**src/rtl/regfile_arb.sv**
```systemverilog
// Register file shared by two read clients and one writeback client, one access per cycle.
// Writes win by default, a read is forced right after a write, and the two readers alternate.
module regfile_arb #(
    parameter int REG_SZ = 32
) (
    input  logic              clk,
    input  logic              rst,
    input  logic              rd0_re,
    input  logic [4:0]        rd0_idx,
    output logic              rd0_rack,
    output logic [REG_SZ-1:0] rd0_data,
    input  logic              rd1_re,
    input  logic [4:0]        rd1_idx,
    output logic              rd1_rack,
    output logic [REG_SZ-1:0] rd1_data,
    input  logic              wr_we,
    input  logic [4:0]        wr_idx,
    input  logic [REG_SZ-1:0] wr_data,
    output logic              wr_wack,
    output logic              busy
);
    localparam int NREG = 32;

    typedef enum logic [1:0] {
        IDLE   = 2'd0,
        GNT_RD = 2'd1,
        GNT_WR = 2'd2
    } state_t;

    state_t            r_state;
    logic              r_ptr;
    logic [REG_SZ-1:0] r_mem [NREG];
    logic              r_rd0_rack;
    logic              r_rd1_rack;
    logic              r_wr_wack;
    logic              r_busy;
    logic [REG_SZ-1:0] r_rd0_data;
    logic [REG_SZ-1:0] r_rd1_data;

    logic              w_rd0_elig;
    logic              w_rd1_elig;
    logic              w_wr_elig;
    logic              w_pick_rd;
    logic              w_rd_sel;
    logic              w_gnt_wr;
    logic [4:0]        w_rd_idx;
    logic [REG_SZ-1:0] w_rd_val;

    // A requester whose ack is showing this cycle is masked so one request is served once.
    assign w_rd0_elig = rd0_re & ~r_rd0_rack;
    assign w_rd1_elig = rd1_re & ~r_rd1_rack;
    assign w_wr_elig  = wr_we & ~r_wr_wack;

    // Grant selection and read-port mux for the access chosen this cycle.
    always_comb begin
        w_pick_rd = 1'b0;
        w_gnt_wr  = 1'b0;
        w_rd_sel  = r_ptr;
        if (w_rd0_elig && w_rd1_elig) begin
            w_rd_sel = r_ptr;
        end else begin
            w_rd_sel = w_rd1_elig;
        end
        if ((w_rd0_elig || w_rd1_elig) && ((r_state == GNT_WR) || !w_wr_elig)) begin
            w_pick_rd = 1'b1;
        end else begin
            w_gnt_wr = w_wr_elig;
        end
        w_rd_idx = w_rd_sel ? rd1_idx : rd0_idx;
        if (w_rd_idx == 5'd0) begin
            w_rd_val = '0;
        end else begin
            w_rd_val = r_mem[w_rd_idx];
        end
    end

    // Grant FSM, register array and registered acknowledges/read data.
    always_ff @(posedge clk) begin
        if (rst) begin
            r_state    <= IDLE;
            r_ptr      <= 1'b0;
            r_rd0_rack <= 1'b0;
            r_rd1_rack <= 1'b0;
            r_wr_wack  <= 1'b0;
            r_busy     <= 1'b0;
            r_rd0_data <= '0;
            r_rd1_data <= '0;
            for (int i = 0; i < NREG; i++) begin
                r_mem[i] <= '0;
            end
        end else begin
            r_rd0_rack <= w_pick_rd & ~w_rd_sel;
            r_rd1_rack <= w_pick_rd & w_rd_sel;
            r_wr_wack  <= w_gnt_wr;
            r_busy     <= w_pick_rd | w_gnt_wr;
            if (w_pick_rd) begin
                r_state <= GNT_RD;
                r_ptr   <= ~w_rd_sel;
                if (w_rd_sel) begin
                    r_rd1_data <= w_rd_val;
                end else begin
                    r_rd0_data <= w_rd_val;
                end
            end else if (w_gnt_wr) begin
                r_state <= GNT_WR;
                // Index 0 is hard-wired to zero: the write is acknowledged but dropped.
                if (wr_idx != 5'd0) begin
                    r_mem[wr_idx] <= wr_data;
                end
            end else begin
                r_state <= IDLE;
            end
        end
    end

    assign rd0_rack = r_rd0_rack;
    assign rd1_rack = r_rd1_rack;
    assign wr_wack  = r_wr_wack;
    assign busy     = r_busy;
    assign rd0_data = r_rd0_data;
    assign rd1_data = r_rd1_data;

endmodule

```
**config.mk**
```make
export PLATFORM = sky130hd
export DESIGN_NAME = regfile_arb
export DESIGN_NICKNAME = d
export VERILOG_FILES = /design/src/rtl/regfile_arb.sv
export SDC_FILE = /design/constraint.sdc
export NUM_CORES = 2
export LEC_CHECK = 0
export CAP_MARGIN = 30
export CORE_MARGIN = 2
export CORE_UTILIZATION = 50
export DETAILED_ROUTE_END_ITERATION = 10
export GPL_ROUTABILITY_DRIVEN = 0
export PLACE_DENSITY = 0.63
export SYNTH_ARGS = -nofsm -noshare
export SYNTH_HDL_FRONTEND = slang
export SYNTH_SLANG_ARGS = --single-unit
```
**constraint.sdc**
```tcl
create_clock -name clk -period 3.4 [get_ports clk]
set_clock_uncertainty 0.05 [all_clocks]
set_input_delay 0.68 -clock clk [delete_from_list [all_inputs] [get_ports clk]]
set_output_delay 0.68 -clock clk [all_outputs]
set_load 0.02 [all_outputs]
```
==> results_dict.tcl <==
set metrics [dict create \
    track_usage 0.308 \
    grt_pass1_wl_um 231000 \
    cp_cell_sequence "clkdlybuf4s50_1 -> nor3b_4 -> buf_12 -> o21ai_4 -> buf_12 -> nand2_8 -> buf_4 -> buf_16 -> nand2_1 -> a311oi_2 -> nor3_1 -> or4_1 -> a311oi_1" \
    crit_start "rd0_re" \
    drive_gt1_frac 0.164 \
    dp_hpwl_um 102000 \
    rows 115 \
    ir_drop_mv 0.406 \
    wire_per_inst_um 27.1 \
    ctsHtreeMaxLevel 3 \
    die_w_um 320 \
    core-area_um2 98700 \
    synth_cell_type_count 56 \
    port_buffers 119 \
    die-area_um2 102000 \
    antenna_left 0 \
    pre_cts_ws_ns -0.781 \
    use_met3 0.0486 \
    max_stage_delay_ns 0.59 \
    clkSlewWorstSetupHoldPaths_ns 0.06 \
    holdCritPathClass "in2reg" \
    start_kind "input port" \
    ys_warn_count 0 \
    path_class "in2reg" \
    drv_slew 0 \
    cts_tree "done" \
    clk_path_buf_depth 3 \
    initial_utilization 0.506 \
    final_util 0.603 \
    cp_max_fo 45 \
    dpl_cell_area_um2 55500 \
    reg2reg_depth 9 \
    ys_async_sr_fraction 0 \
    via_count 35500 \
    cts-buffers-inserted 113 \
    antenna_found_initial 6 \
    power_mw 32.9 \
    drtIter0Drc 4460 \
    crit_top_cell "buf_12" \
    syn_avg_cell_area_um2 11.8 \
    synth_top_flop_cell "edfxtp_1" \
    max-cap-violations 0 \
    run_status "complete, no violations" \
    drc 0 \
    setup_violations 0 \
    firstDrtPassIters 5 \
    die_h_um 320 \
    timing_hold_violations_final 0 \
    busiest_layer "met2" \
    grt_pass1_vias 34200 \
    viasPerCell 6.05 \
    worstPathArrival_ns 3.93 \
    syn_inst 4218 \
    ys_seq_area_frac 0.636 \
    endpoint_kind "register" \
    cts_sinks 1081 \
    min_period_ns 3.37 \
    max_slew_margin 0.271 \
    power.density_nw_per_um2 553 \
    finalCritPeriodShare 0.990 \
    worstPathRequired_ns 3.97 \
    syn2layout_area_growth_pct 19.3 \
    r2r-start "rd1_rack" \
    holdCritStartpoint "rst" \
    synth_enable_flop_cells 1010 \
    design_area_um2 59500 \
    timing.final.ws_setup_ns 0.0327 \
    critPathSlowestCell "clkdlybuf4s50_1" \
    drt_wl_total_um 159000 \
    io_pins 120 \
    grt_max_degree 61 \
    fmax_mhz 297 \
    gr-total-overflow 0 \
    whs_path_depth 2 \
    ys_seq_elements 1081 \
    tightest_slew_ns 1.09 \
    use_met2 0.492 \
    rrSetupSlack_ns 0.21 \
    root_buffer "clkbuf_16" \
    rsz0062_at_grt "yes" \
    grtUsageMet1 0.428 \
    p_leak_nw 22.7 \
    clk_latency_ns 0.72 \
    nets 4540 \
    synth_area_um2 49900 \
    hold_end "wr_wack" \
    timing.rr.end "rd0_data[1]" \
]
cells in the mapped netlist (12+ instances only):
cell,instances,share of area
and3_1,172,0.022
nand2_1,527,0.040
dfxtp_1,71,0.028
or3_1,24,0.0030
or4_1,24,0.0036
buf_4,14,0.0021
clkbuf_1,301,0.023
mux2i_1,74,0.015
or2_2,32,0.0040
a221oi_1,39,0.0068
and2_1,995,0.12
nand3_1,104,0.010
o21ai_0,72,0.0072
nor2_1,84,0.0063
a211oi_1,162,0.024
o22ai_1,18,0.0023
buf_2,78,0.0078
mux2_2,24,0.0054
a21oi_1,84,0.0084
a32oi_1,22,0.0039
edfxtp_1,1010,0.61
a31oi_1,52,0.0065
a22oi_1,12,0.0018
nor3_1,20,0.0020
a31o_2,14,0.0025
o22a_1,12,0.0021
a311oi_1,99,0.017
power breakdown:
part | internal, mW | switching (mW) | leakage, nW
registers | 15.1 | 0.237 | 11.0
logic | 1.74 | 2.95 | 9.89
clock network | 7.57 | 5.34 | 1.90
kinds of logic after synthesis:
group                  after synthesis  share of synthesized area
other                                1                  0.0000751
AND/OR/NAND/NOR                   2024                      0.222
flip-flops                        1081                      0.636
multiplexers                        98                     0.0203
AO/OA/AOI/OAI                      598                     0.0858
buffers and inverters              416                     0.0356
cell usage in the layout, fill, tap and decap left out, types with 20 or more instances in the layout:
| cell type | instances |
|---|---|
| edfxtp_1 | 1010 |
| and2_1 | 994 |
| nand2_1 | 526 |
| buf_4 | 339 |
| and3_1 | 172 |
| a211oi_1 | 162 |
| clkbuf_16 | 119 |
| clkdlybuf4s50_1 | 118 |
| nand3_1 | 104 |
| a311oi_1 | 93 |
| buf_12 | 88 |
| a21oi_1 | 83 |
| mux2i_1 | 71 |
| dfxtp_1 | 71 |
| o21ai_0 | 70 |
| nor2_1 | 48 |
| a31oi_1 | 48 |
| nor2_2 | 35 |
| a221oi_1 | 35 |
| or2_2 | 32 |
| clkinv_2 | 26 |
| mux2_2 | 24 |
| or3_1 | 24 |
| a32oi_1 | 22 |
| clkinv_1 | 21 |
| nor3_1 | 20 |
| or4_1 | 20 |
how the worst max path moves through the flow:
stage                   end  slack [ns]
2_1_floorplan  rd0_data[13]        0.42
3_3_place_gp   rd0_data[20]       -0.86
3_5_place_dp   rd0_data[20]       -0.78
4_1_cts        rd0_data[24]        0.02
5_1_grt         rd0_data[1]       -0.02
6_report       rd0_data[20]        0.03
area by class of cell:
cell class,instances,area (um^2)
fill,7858,39200
sequential,1081,31800
multi-input combinational,2738,16700
timing repair buffer,548,5540
clock buffer,139,3080
tap,1287,1610
clock inverter,73,768
inverter,6,22.5
antenna,4,10.0
flip-flops by register name (all words and copies together) (netlist names):
name	flops
busy	1
r_mem	1010
r_ptr	1
r_state	2
rd0_data	32
rd0_rack	1
rd1_data	32
rd1_rack	1
wr_wack	1
metrics by stage:
| step | cells | hold slack (ns) | TNS [ns] |
|---|---|---|---|
| 6_report | 5876 | 0.243 | 0 |
| 5_1_grt | 5872 | 0.227 | -0.0304 |
| 4_1_cts | 5872 | 0.196 | 0 |
| 3_5_place_dp | 5659 | 0.408 | -209.66 |
| 3_3_place_gp | 5658 | 0.404 | -223.18 |
| 2_1_floorplan | 4235 | 0.467 | 0 |
timing repair:
action / in CTS / in global routing
hold buffers: 0 / 0
gates cloned: 0 / 0
setup endpoints to repair: 9 / 27
resized for setup: 3 / 20
buffers inserted: 1 / 0
pin swaps: 0 / 5
critical path, delay by kind of cell:
kind / cells / cell delay (ns)
buffers and inverters: 5 / 1.33
and+or+nand+nor: 5 / 1.13
AOI/OAI and AO/OA: 3 / 0.77
per-layer routing:
metal  up-vias  part of all wire
met5         -           0.00026
met4         6             0.039
met3       314             0.086
met2      1819              0.46
met1     17700              0.41
li1      15700                 -
No activity file was read; power rests on OpenSTA's default activity.
